File: src/rtl/ps2_mouse_pkg.sv
// Shared definitions for the PS/2 mouse init sequencer and packet framer:
// protocol bytes, FSM encoding and the movement packet bundle.
package ps2_mouse_pkg;

    localparam logic [7:0] CMD_RESET    = 8'hFF;
    localparam logic [7:0] CMD_ENABLE   = 8'hF4;
    localparam logic [7:0] RSP_ACK      = 8'hFA;
    localparam logic [7:0] RSP_BAT_OK   = 8'hAA;
    localparam logic [7:0] RSP_BAT_FAIL = 8'hFC;
    localparam logic [7:0] RSP_ID       = 8'h00;

    typedef enum logic [3:0] {
        S_SEND_RST = 4'd0,
        S_WAIT_TX1 = 4'd1,
        S_ACK1     = 4'd2,
        S_BAT      = 4'd3,
        S_ID       = 4'd4,
        S_SEND_EN  = 4'd5,
        S_WAIT_TX2 = 4'd6,
        S_ACK2     = 4'd7,
        S_STREAM   = 4'd8,
        S_RETRY    = 4'd9,
        S_ERROR    = 4'd10
    } state_t;

    typedef struct packed {
        logic [2:0] buttons;
        logic [8:0] dx;
        logic [8:0] dy;
        logic [1:0] ovf;
    } pkt_t;

    function automatic pkt_t pkt_from_bytes(
        input logic [7:0] b0,
        input logic [7:0] b1,
        input logic [7:0] b2
    );
        pkt_t p;
        p.buttons = b0[2:0];
        p.dx      = {b0[4], b1};
        p.dy      = {b0[5], b2};
        p.ovf     = b0[7:6];
        return p;
    endfunction

    // States in which a device response byte is expected and consumed.
    function automatic logic is_rsp_state(input state_t s);
        return (s == S_ACK1) || (s == S_BAT) ||
               (s == S_ID)   || (s == S_ACK2);
    endfunction

endpackage

File: src/rtl/ps2_mouse_packet_asm.sv
// Frames the streaming byte sequence into 3-byte movement packets,
// with byte0 alignment check and inter-byte gap resync.
module ps2_mouse_packet_asm
    import ps2_mouse_pkg::*;
#(
    parameter int BYTE_GAP = 100_000
) (
    input  logic       CLOCK_50,
    input  logic       resetn,
    input  logic       enable,
    input  logic [7:0] rx_data,
    input  logic       rx_valid,
    output logic [1:0] byte_idx,
    output pkt_t       pkt,
    output logic       pkt_valid,
    output logic       sync_err
);

    localparam int GW = $clog2(BYTE_GAP + 1);

    logic [1:0]    idx_q;
    logic [7:0]    b0_q;
    logic [7:0]    b1_q;
    logic [GW-1:0] gap_q;
    logic          gap_hit;

    assign byte_idx = idx_q;
    assign gap_hit  = (idx_q != 2'd0) && (gap_q == GW'(BYTE_GAP));

    always_ff @(posedge CLOCK_50 or negedge resetn) begin
        if (!resetn) begin
            idx_q     <= 2'd0;
            b0_q      <= 8'h00;
            b1_q      <= 8'h00;
            gap_q     <= '0;
            pkt       <= '0;
            pkt_valid <= 1'b0;
            sync_err  <= 1'b0;
        end else begin
            pkt_valid <= 1'b0;
            sync_err  <= 1'b0;
            if (!enable) begin
                idx_q <= 2'd0;
                gap_q <= '0;
            end else if (rx_valid) begin
                gap_q <= '0;
                unique case (1'b1)
                    (idx_q == 2'd0): begin
                        if (rx_data[3]) begin
                            b0_q  <= rx_data;
                            idx_q <= 2'd1;
                        end else begin
                            sync_err <= 1'b1;
                        end
                    end
                    (idx_q == 2'd1): begin
                        b1_q  <= rx_data;
                        idx_q <= 2'd2;
                    end
                    default: begin
                        pkt       <= pkt_from_bytes(b0_q, b1_q, rx_data);
                        pkt_valid <= 1'b1;
                        idx_q     <= 2'd0;
                    end
                endcase
            end else if (gap_hit) begin
                // Stalled mid-packet: drop the partial bytes and realign.
                idx_q    <= 2'd0;
                gap_q    <= '0;
                sync_err <= 1'b1;
            end else if (idx_q != 2'd0) begin
                gap_q <= gap_q + GW'(1);
            end
        end
    end

endmodule

File: src/rtl/ps2_mouse_ctrl.sv
// PS/2 mouse init sequencer (reset, enable reporting, retries) and
// wrapper around the streaming packet framer.
module ps2_mouse_ctrl
    import ps2_mouse_pkg::*;
#(
    parameter int RSP_TIMEOUT = 50_000_000,
    parameter int BYTE_GAP    = 100_000,
    parameter int MAX_RETRIES = 3
) (
    input  logic       CLOCK_50,
    input  logic       resetn,
    input  logic [7:0] rx_data,
    input  logic       rx_valid,
    input  logic       cmd_sent,
    input  logic       cmd_timeout,
    output logic [7:0] cmd_data,
    output logic       cmd_send,
    output logic       pkt_valid,
    output logic [2:0] pkt_buttons,
    output logic [8:0] pkt_dx,
    output logic [8:0] pkt_dy,
    output logic [1:0] pkt_ovf,
    output logic       init_done,
    output logic       init_error,
    output logic       sync_err
);

    localparam int TW = $clog2(RSP_TIMEOUT + 1);
    localparam int RW = $clog2(MAX_RETRIES + 1);

    state_t        state_q;
    state_t        state_d;
    logic [TW-1:0] tmr_q;
    logic [RW-1:0] retry_q;
    logic          tmo;
    logic          rx_acc;
    logic          last_try;
    logic          hotplug;
    logic          asm_en;
    logic          asm_rx;
    logic [1:0]    byte_idx;
    pkt_t          pkt;

    assign tmo      = (tmr_q == TW'(RSP_TIMEOUT - 1));
    assign rx_acc   = rx_valid && is_rsp_state(state_q);
    assign last_try = ((retry_q + RW'(1)) == RW'(MAX_RETRIES));

    // A BAT code at a packet boundary means the mouse was replugged.
    assign hotplug = (state_q == S_STREAM) && rx_valid &&
                     (rx_data == RSP_BAT_OK) && (byte_idx == 2'd0);
    assign asm_en  = (state_q == S_STREAM);
    assign asm_rx  = rx_valid && !hotplug;

    always_comb begin
        state_d = state_q;
        unique case (state_q)
            S_SEND_RST: state_d = S_WAIT_TX1;
            S_WAIT_TX1: begin
                if (cmd_sent)
                    state_d = S_ACK1;
                else if (cmd_timeout || tmo)
                    state_d = S_RETRY;
            end
            S_ACK1: begin
                if (rx_valid)
                    state_d = (rx_data == RSP_ACK) ? S_BAT : S_RETRY;
                else if (tmo)
                    state_d = S_RETRY;
            end
            S_BAT: begin
                if (rx_valid)
                    state_d = (rx_data == RSP_BAT_OK) ? S_ID : S_RETRY;
                else if (tmo)
                    state_d = S_RETRY;
            end
            S_ID: begin
                if (rx_valid)
                    state_d = (rx_data == RSP_ID) ? S_SEND_EN : S_RETRY;
                else if (tmo)
                    state_d = S_RETRY;
            end
            S_SEND_EN: state_d = S_WAIT_TX2;
            S_WAIT_TX2: begin
                if (cmd_sent)
                    state_d = S_ACK2;
                else if (cmd_timeout || tmo)
                    state_d = S_RETRY;
            end
            S_ACK2: begin
                if (rx_valid)
                    state_d = (rx_data == RSP_ACK) ? S_STREAM : S_RETRY;
                else if (tmo)
                    state_d = S_RETRY;
            end
            S_STREAM: begin
                if (hotplug)
                    state_d = S_ID;
            end
            S_RETRY: state_d = last_try ? S_ERROR : S_SEND_RST;
            S_ERROR: state_d = S_ERROR;
            default: state_d = S_SEND_RST;
        endcase
    end

    always_ff @(posedge CLOCK_50 or negedge resetn) begin
        if (!resetn) begin
            state_q <= S_SEND_RST;
            tmr_q   <= '0;
            retry_q <= '0;
        end else begin
            state_q <= state_d;
            if ((state_d != state_q) || rx_acc)
                tmr_q <= '0;
            else if (!tmo)
                tmr_q <= tmr_q + TW'(1);
            if (state_q == S_RETRY)
                retry_q <= retry_q + RW'(1);
        end
    end

    // Command outputs are registered so reset drives them low and
    // each single-cycle send state yields exactly one pulse.
    always_ff @(posedge CLOCK_50 or negedge resetn) begin
        if (!resetn) begin
            cmd_data <= 8'h00;
            cmd_send <= 1'b0;
        end else begin
            cmd_send <= (state_q == S_SEND_RST) || (state_q == S_SEND_EN);
            if (state_q == S_SEND_RST)
                cmd_data <= CMD_RESET;
            else if (state_q == S_SEND_EN)
                cmd_data <= CMD_ENABLE;
        end
    end

    assign init_done  = (state_q == S_STREAM);
    assign init_error = (state_q == S_ERROR);

    ps2_mouse_packet_asm #(
        .BYTE_GAP (BYTE_GAP)
    ) u_asm (
        .CLOCK_50  (CLOCK_50),
        .resetn    (resetn),
        .enable    (asm_en),
        .rx_data   (rx_data),
        .rx_valid  (asm_rx),
        .byte_idx  (byte_idx),
        .pkt       (pkt),
        .pkt_valid (pkt_valid),
        .sync_err  (sync_err)
    );

    assign pkt_buttons = pkt.buttons;
    assign pkt_dx      = pkt.dx;
    assign pkt_dy      = pkt.dy;
    assign pkt_ovf     = pkt.ovf;

endmodule
File: config.mk
export PLATFORM = sky130hd
export DESIGN_NAME = ps2_mouse_ctrl
export DESIGN_NICKNAME = d
export VERILOG_FILES = /design/src/rtl/ps2_mouse_pkg.sv /design/src/rtl/ps2_mouse_packet_asm.sv /design/src/rtl/ps2_mouse_ctrl.sv
export SDC_FILE = /design/constraint.sdc
export NUM_CORES = 1
export LEC_CHECK = 0
export ABC_AREA = 1
export BUFFER_PORTS_ARGS = -buffer_cell sky130_fd_sc_hd__buf_2
export CORE_AREA = 2 2 108 84
export DETAILED_ROUTE_END_ITERATION = 16
export DIE_AREA = 0 0 110 86
export GPL_ROUTABILITY_DRIVEN = 1
export PLACE_DENSITY_LB_ADDON = 0.1
export SYNTH_ARGS = -nofsm -noshare
export SYNTH_HDL_FRONTEND = slang
export SYNTH_SLANG_ARGS = --single-unit
File: constraint.sdc
create_clock -name CLOCK_50 -period 2.63 [get_ports CLOCK_50]
set_input_delay 0.526 -clock CLOCK_50 [delete_from_list [all_inputs] [get_ports CLOCK_50]]
set_output_delay 0.526 -clock CLOCK_50 [all_outputs]
set_load 0.01 [all_outputs]
==> flow_metrics.tcl, run 1 <==
set metrics [dict create \
    status "complete, no violations" \
    rows 29 \
    p_per_area_nw_per_um2 722.0 \
    drc_errors 0 \
    cts_root_buf "clkbuf_8" \
    drv_slew 0 \
    synth_common_cells "nand2_1, dfrtp_1, inv_1" \
    synth-main-ff-cell "dfrtp_1" \
    hpwl_um 7908 \
    grt_pass1_vias 3758 \
    nets 678 \
    setup_viol 0 \
    rsz0062_at_grt "false" \
    cp-start-kind "register" \
    synth_most_common_cell "nand2_1" \
    clk_latency_ns 0.37 \
    port_buffers 48 \
    worstPathCellList "ha_1 > nand3_1 > inv_1 > nand2_1 > nor2_1 > nand2_1 > nand3_1 > nand2_1 > nand3_2 > nand2_2 > nand3_4 > nor3_1" \
    dp_cells 758 \
    yosysWarningCount 0 \
    r2r_cells 12 \
    finalHoldViolCount 0 \
    synth_cells 616 \
    cp.depth 12 \
    fp.dieW_um 110 \
    netlist-cell-type-count 37 \
    grt_usage_pct 24.78 \
    htreeDepth 3 \
    clock_sinks 94 \
    synth_seq_area_share_pct 46.70 \
    hp-class "in2async" \
    synth_area_um2 5037 \
    fillers 694 \
    synth_area_leaders "dfrtp_1, nand2_1, inv_1, nor2_1, o21ai_0" \
    period_share_pct 90.72 \
    crit_path_end_kind "register" \
    p_comb_share_pct 31.9 \
    drt_iter0_drc 310 \
    cts_tree "done" \
    required_ns 2.90 \
    post-place-ws_ns 0.2211 \
    place_area_um2 5348 \
    clk_pin_slew_ns 0.09 \
    firstDrtPassIters 5 \
    switching_share_pct 38.53 \
    tightest_slew_ns 0.8026 \
    path_common_cell "nand2_1" \
    initial_core_util_pct 60.62 \
    hold_buffers 0 \
    setup_ws_ns 0.2441 \
    grt_max_degree 50 \
    cap_violations 0 \
    crit_fanout 26 \
    tns_ns 0 \
    max_freq_ghz 0.4191 \
    yosysTopAreaCell "dfrtp_1" \
    syn2layout_area_growth_pct 10.43 \
    slew_headroom_pct 46.43 \
    grt.overflow.total 0 \
    vias 4185 \
    min_period_ns 2.386 \
    clockBufferDepth 2 \
    detail_route.wl_per_cell_um 13.87 \
    post_cts_buffers 0 \
    crit_type "reg2reg" \
    diodes 0 \
    cp.arrival_ns 2.65 \
    cpMaxStageDelayCell "dfrtp_1" \
    cellLeakagePower_nw 2.618 \
    fin_skew_ns 0.01031 \
    core-area_um2 8309 \
    vdd_drop_max_uv 781.7 \
    slowest_delay_ns 0.41 \
    path_delay_family "simple AND/OR/NAND/NOR gates" \
    instances_no_fill 774 \
    async_flop_share_pct 100.0 \
    numCtsBuffers 9 \
    synth_area_per_cell_um2 8.177 \
    internal-power_mw 2.469 \
    grt_pass1_wl_um 18200 \
    cp_num_buf_inv 1 \
    ios 49 \
    cts_resized 0 \
    drive_gt1_share_pct 17.12 \
    totalWireLength_um 10730 \
    die_height_um 86 \
    ant_nets 0 \
    p_clk_share_pct 25.2 \
    yosysTopAreaCellShare_pct 46.70 \
    vias_per_cell 5.407 \
    design_area_um2 5563 \
    pwr-share-seq_pct 42.9 \
    die_area_um2 9460 \
    antenna_found_initial 0 \
    synth-edff-count 0 \
    synth_nets 633 \
    p_switching_mw 1.547 \
    ys_seq_elements 94 \
    finalWeightedCongestion 1.019 \
]
==> power groups by stage <==
stage | logic [mW] | clock network [mW] | registers, mW
2_1_floorplan | 1.05 | 0 | 1.73
3_3_place_gp | 1.26 | 0 | 1.74
3_5_place_dp | 1.28 | 0 | 1.75
4_1_cts | 1.28 | 1.05 | 1.72
5_1_grt | 1.42 | 1.10 | 1.75
6_report | 1.28 | 1.01 | 1.72
==> cell type report <==
type | count | area, um^2 | area share (%)
Clock buffer | 11 | 151.4 | 2.722
Clock inverter | 5 | 63.81 | 1.147
Inverter | 72 | 270.3 | 4.858
Multi-Input combinational cell | 431 | 2285 | 41.07
Sequential cell | 94 | 2352 | 42.29
Tap cell | 108 | 135.1 | 2.429
Timing Repair Buffer | 53 | 305.3 | 5.488
==> logic make-up after synthesis <==
group | Yosys count | synth area share, %
flip-flops | 94 | 46.70
adder cells (fa/ha/maj) | 4 | 0.9936
multiplexers | 1 | 0.1987
XOR/XNOR | 25 | 4.347
buffers and inverters | 91 | 7.948
AO/OA/AOI/OAI | 64 | 7.353
AND/OR/NAND/NOR | 337 | 32.46
==> routing by layer <==
metal / up-vias / wire length, um / global-route usage, %
met5: - / 0 / 0
met4: 0 / 135 / 7.135
met3: 12 / 590 / 5.547
met2: 108 / 4435 / 34.36
met1: 1986 / 5571 / 38.58
li1: 2079 / - / -
==> path summary, 6_finish.rpt <==
check / from / endpoint / slack (ns)
min in group CLOCK_50: rx_data[0] / u_asm.pkt[2] / 0.46
max reg2reg: tmr_q[0] / tmr_q[10] / 0.24
max: tmr_q[0] / tmr_q[10] / 0.24
min reg2reg: u_asm.pkt[17] / u_asm.pkt[17] / 0.47
min: resetn / u_asm.pkt[16] / 0.15
max in group asynchronous: resetn / tmr_q[8] / 1.81
==> flip-flops by register name, summed over array words and instances (netlist names) <==
name             cells
u_asm.gap_q         17
retry_q              2
u_asm.b0_q           7
u_asm.pkt           23
u_asm.byte_idx       2
state_q              4
u_asm.pkt_valid      1
cmd_send             1
u_asm.sync_err       1
cmd_data             2
tmr_q               26
u_asm.b1_q           8
==> stage by stage <==
| step | power [mW] | hold WS (ns) | utilization, % |
|---|---|---|---|
| finish | 4.017 | 0.1475 | 66.95 |
| detailed placement | 3.032 | 0.4544 | 64.36 |
| global placement | 3.002 | 0.4490 | 64.36 |
| global route | 4.269 | 0.1880 | 66.95 |
| CTS | 4.050 | 0.1667 | 66.95 |
| floorplan | 2.779 | 0.2304 | - |
==> layout by cell type (no fill, tap or decap), drive strengths merged, types with 21 or more instances in the layout <==
cell   netlist  layout
dfrtp       94      94
buf         13      53
nand2      164     164
nand3       38      38
nand4       22      22
nor3        40      40
inv         70      72
nor2        68      68
xor2        21      21
o21ai       45      45
Power figures use the tool's default switching activity.
==> run 2, diff against run 1 <==
CORE_AREA = 2 2 170 130   (was 2 2 108 84)
DIE_AREA = 0 0 172 132   (was 0 0 110 86)
SYNTH_HIERARCHICAL = 1   (was default)
==> run 2 against run 1 <==
Against the previous run:
- non-clock buffer count increased by 3
- sequential cell count is the same
- count of clock-buffer cells in the layout shrank 1
- register-to-register slack better by 0.25 ns
- cell area grew 8.5%
- clock power up 30%
- worst setup slack gained 0.25 ns
- via count rose by 1.6%
==> flow_metrics.tcl, run 2 <==
set metrics [dict create \
    yosysTopAreaCellShare_pct 45.42 \
    grt.overflow.total 0 \
    drt_iter0_drc 323 \
    diodes 0 \
    synth_common_cells "nand2_1, dfrtp_1, inv_1" \
    cp-start-kind "register" \
    fillers 2324 \
    numCtsBuffers 9 \
    switching_share_pct 37.72 \
    clk_latency_ns 0.35 \
    pwr-share-seq_pct 40.6 \
    whs_ns 0.09625 \
    synth-main-ff-cell "dfrtp_1" \
    status "complete, no violations" \
    cts_tree "done" \
    p_switching_mw 1.577 \
    totalWireLength_um 13400 \
    largestRegisters "tmr_q: 26 flops, u_asm/pkt: 23 flops, u_asm/gap_q: 17 flops" \
    die_area_um2 22700 \
    crit_fanout 26 \
    min_period_ns 2.137 \
    finalWeightedCongestion 0.8282 \
    cts_root_buf "clkbuf_16" \
    htreeDepth 3 \
    cpMaxStageDelayCell "dfrtp_1" \
    grt_max_degree 42 \
    nets 726 \
    final_cell_mix "nand2_1, dfrtp_1, inv_1" \
    detail_route.wl_per_cell_um 13.37 \
    vias_per_cell 4.245 \
    cap_violations 0 \
    slew_headroom_pct 66.34 \
    slowest_delay_ns 0.41 \
    synth_area_leaders "dfrtp_1, nand2_1, inv_1, nor2_1, nor3_2" \
    tightest_slew_ns 0.5004 \
    drv_slew 0 \
    grt_pass1_vias 4176 \
    ios 49 \
    cellLeakagePower_nw 2.801 \
    port_buffers 48 \
    tns_ns 0 \
    firstDrtPassIters 5 \
    drive_gt1_share_pct 19.05 \
    finalHoldViolCount 0 \
    hpwl_um 10130 \
    yosysWarningCount 6 \
    synth_area_per_cell_um2 7.847 \
    yosysTopAreaCell "dfrtp_1" \
    clk_pin_slew_ns 0.08 \
    initial_core_util_pct 24.72 \
    required_ns 2.89 \
    final_util_pct 28.82 \
    syn2layout_area_growth_pct 16.57 \
    final_common_cell "nand2_1" \
    synth_nets 677 \
    synth_area_um2 5179 \
    synth-edff-count 0 \
    rsz0062_at_grt "false" \
    ant_nets 0 \
    worstPathCellList "ha_1 > nand2_1 > inv_1 > nand2_1 > nor2_1 > nand2_1 > nand3_1 > nand2_1 > nand3_2 > nand2_1 > nand2_4 > nor3_1" \
    grt_usage_pct 12.65 \
    place_area_um2 5743 \
    netlist-cell-type-count 36 \
    antenna_found_initial 0 \
    p_per_area_nw_per_um2 692.4 \
    fp.dieW_um 172 \
    dp_cells 986 \
    core-area_um2 20950 \
    hold_buffers 0 \
    crit_path_end_kind "register" \
    post_cts_buffers 0 \
    period_share_pct 81.25 \
    ys_seq_elements 94 \
    regMostFlops "tmr_q" \
    p_comb_share_pct 28.0 \
    instances_no_fill 1002 \
    cp.arrival_ns 2.39 \
    internal-power_mw 2.603 \
    path_common_cell "nand2_1" \
    drc_errors 0 \
    vdd_drop_max_uv 419.2 \
    synth_most_common_cell "nand2_1" \
    clock_sinks 94 \
    max_freq_ghz 0.4680 \
    crit_type "reg2reg" \
    largest_reg_flops 26 \
    die_height_um 132 \
    hp-class "in2async" \
    setup_viol 0 \
    p_clk_share_pct 31.4 \
    async_flop_share_pct 100.0 \
    fin_skew_ns 0.01171 \
    design_area_um2 6037 \
    grt_pass1_wl_um 22430 \
    synth_cells 660 \
    synth_seq_area_share_pct 45.42 \
    cts_resized 0 \
    rows 46 \
    clockBufferDepth 2 \
    vias 4253 \
]
## run 2: changes by cell type after synthesis, sizes merged, moves of 6 or more
cell	before	now
nand4	22	7
inv	70	84
nand2	164	202
nor2	68	84
xor2	21	12
nor3	40	46
## run 2: layout make-up
| type | instances | area [um^2] | share of cell area (%) |
|---|---|---|---|
| timing repair buffer | 56 | 340.3 | 5.637 |
| inverter | 85 | 319.1 | 5.285 |
| clock buffer | 10 | 239.0 | 3.959 |
| sequential | 94 | 2352 | 38.96 |
| clock inverter | 6 | 55.05 | 0.9119 |
| tap | 288 | 360.3 | 5.969 |
| multi-input combinational | 463 | 2371 | 39.27 |
## run 2: power groups by stage
stage | Sequential (mW) | Combinational (mW) | Clock (mW)
floorplan | 1.71 | 0.951 | 0
global placement | 1.72 | 1.19 | 0
detailed placement | 1.72 | 1.19 | 0
CTS | 1.70 | 1.19 | 1.38
global route | 1.72 | 1.34 | 1.43
finish | 1.70 | 1.17 | 1.31
## run 2: kinds of logic after synthesis
logic type	share of synthesized area (%)
compound gates	5.702
xor+xnor	3.044
fa+ha+maj	0.9665
buf+inv	8.794
flops	45.42
mux	0.1933
simple gates	35.88
## run 2: worst max-delay path: cells and delay by family (launching register included)
kind	cells	cell delay [ns]
flops	1	0.41
fa+ha+maj	1	0.22
buf+inv	1	0.04
simple gates	10	1.35
## run 2: final timing paths
check	end	slack, ns	cells after the start	from
setup / recovery	tmr_q[24]	0.49	12	tmr_q[0]
hold / removal	u_asm/pkt[20]	0.1	1	resetn
setup reg to reg	tmr_q[24]	0.49	12	tmr_q[0]
hold reg to reg	u_asm/pkt[21]	0.47	2	u_asm/pkt[21]
max in group asynchronous	tmr_q[19]	1.80	2	resetn
min in group CLOCK_50	u_asm/pkt[21]	0.47	2	u_asm/pkt[21]
## run 2: per-stage QoR
step                total power, mW  worst slack [ns]
floorplan                     2.658            0.6632
CTS                           4.270            0.4673
detailed placement            2.914            0.2080
finish                        4.180            0.4931
global placement              2.911            0.2845
global route                  4.494            0.2178
## run 2: per-layer routing
layer | vias up | global-route usage (%) | part of all wire [%]
li1 | 2183 | - | -
met3 | 9 | 2.642 | 4.1
met2 | 88 | 16.85 | 38
met1 | 1973 | 19.97 | 57
met4 | 0 | 3.875 | 1.2
met5 | - | 0 | 0
==> run 3, diff against run 2 <==
clock period = 1.9 ns   (was 2.63 ns; I/O delays follow)
==> run 3 against run 2 <==
Against the previous run:
- the run now ends with setup timing left
- critical endpoint is now tmr_q[8]
- cell area rose by 21%
- critical path depth rose by 2
- non-clock buffer count rose by 101
- clock power increased by 39%
- die area stayed put
- worst hold slack improved by 0.23 ns
- sequential power is 38% higher
- count of clock-buffer cells in the layout decreased by 1
- cell count increased by 10%
- largest power group is now combinational logic
- sequential share of layout area shrank 6.6 points
==> flow_metrics.tcl, run 3 (synthesized netlist as in run 2, its figures left out) <==
set metrics [dict create \
    nets 828 \
    vias_per_cell 4.188 \
    min_period_ns 1.935 \
    finalWeightedCongestion 0.8198 \
    dp_cells 1074 \
    die_area_um2 22700 \
    rsz0062_at_grt "true" \
    die_height_um 132 \
    drc_errors 0 \
    cts_tree "done" \
    syn2layout_area_growth_pct 40.49 \
    initial_core_util_pct 24.72 \
    final_cell_mix "nand2_1, dfrtp_1, buf_4" \
    cp-start-kind "register" \
    grt.overflow.total 0 \
    clockBufferDepth 2 \
    multi_input_area_um2 2688 \
    setup_viol 18 \
    fin_skew_ns 0.01016 \
    ff2ff_setup_slack_ns -0.04 \
    grt_pass1_vias 4610 \
    post-place-ws_ns -0.3833 \
    violations "setup timing" \
    seq_area_um2 2354 \
    tightest_slew_ns 0.4174 \
    ios 49 \
    grt_pass1_wl_um 24050 \
    regMostFlops "tmr_q" \
    cellLeakagePower_nw 3.449 \
    core-area_um2 20950 \
    port_buffers 48 \
    drt_iter0_drc 314 \
    period_share_pct 101.9 \
    vdd_drop_max_uv 521.3 \
    drv_slew 0 \
    cts_root_buf "clkbuf_16" \
    required_ns 2.17 \
    hp-class "in2reg" \
    largest_reg_flops 26 \
    crit_path_end_kind "register" \
    vias 4623 \
    rows 46 \
    htreeDepth 3 \
    fp.dieW_um 172 \
    hold_start "rx_data[2]" \
    firstDrtPassIters 4 \
    r2r-start "tmr_q[1]" \
    largestRegisters "tmr_q: 26 flops, u_asm/pkt: 23 flops, u_asm/gap_q: 17 flops" \
    cp.arrival_ns 2.21 \
    startpoint "tmr_q[1]" \
    slew_headroom_pct 71.96 \
    hpwl_um 10950 \
    cap_violations 0 \
    numCtsBuffers 9 \
    grt_max_degree 35 \
    instances_no_fill 1104 \
    drive_gt1_share_pct 35.17 \
    status "finished, violations left" \
    grt_usage_pct 13.47 \
    clk_pin_slew_ns 0.08 \
    final_common_cell "nand2_1" \
    detail_route.wl_per_cell_um 13.41 \
    whs_ns 0.3227 \
    clock_sinks 94 \
    diodes 0 \
    finalHoldViolCount 0 \
    max_freq_ghz 0.5167 \
    setup_ws_ns -0.03544 \
    antenna_found_initial 0 \
    p_per_area_nw_per_um2 1038 \
    totalWireLength_um 14800 \
    clk_latency_ns 0.36 \
    crit_fanout 7 \
    crit_type "reg2reg" \
    fillers 2245 \
    ant_nets 0 \
]
run 3: critical path, cell delays in order (launching register included):
cell and delay (ns):
dfrtp_1 0.40, ha_2 0.20, nand2_2 0.05, inv_2 0.04
nand2_2 0.07, nor2_2 0.04, nand2_2 0.11, buf_6 0.13
nand3_4 0.07, nand2_4 0.11, nand3_4 0.08, nand2_4 0.10
nand2_8 0.10, clkbuf_16 0.19, nor3_4 0.17
run 3: area by class of cell:
cell class | instances | area share (%)
clock buffer | 9 | 3.095
clock inverter | 7 | 0.8598
inverter | 85 | 4.385
multi-input combinational | 464 | 36.94
sequential | 94 | 32.35
tap | 288 | 4.953
timing repair buffer | 157 | 17.42
run 3: repair_timing:
item	CTS	global route
hold endpoints to repair	9	0
setup buffers	5	4
setup endpoints to repair	61	80
resized for setup	32	51
cloned	1	3
hold buffers	1	0
pin swaps	2	13
run 3: stage by stage:
step	instance area, um^2	setup TNS (ns)	util, %	power [mW]
2_1_floorplan	5179	0	-	3.680
3_3_place_gp	6504	-12.29	31.04	4.732
3_5_place_dp	6504	-17.56	31.04	4.744
4_1_cts	6972	-0.04923	33.28	6.948
5_1_grt	7276	-5.087	34.73	7.993
6_report	7276	-0.3130	34.73	7.549
run 3: routing by layer:
metal / GRT usage, % / vias up / wire length, um
met2: 18.65 / 79 / 5889
met3: 2.792 / 7 / 597
met4: 3.641 / 0 / 159
li1: - / 2386 / -
met5: 0 / - / 0
met1: 20.86 / 2151 / 8155
run 3: final timing paths:
path	end	cells after the start
worst max-delay path	tmr_q[8]	14
worst min-delay path	u_asm/pkt[4]	3
worst max register to register	tmr_q[8]	14
worst min register to register	u_asm/pkt[1]	2
max in group asynchronous	u_asm/pkt[15]	3
min in group asynchronous	u_asm/b1_q[0]	2
run 3: where the power goes:
| group | switching (mW) | internal, mW | total, mW |
|---|---|---|---|
| clock | 0.896 | 0.919 | 1.82 |
| sequential | 0.136 | 2.21 | 2.35 |
| combinational | 1.88 | 1.50 | 3.39 |
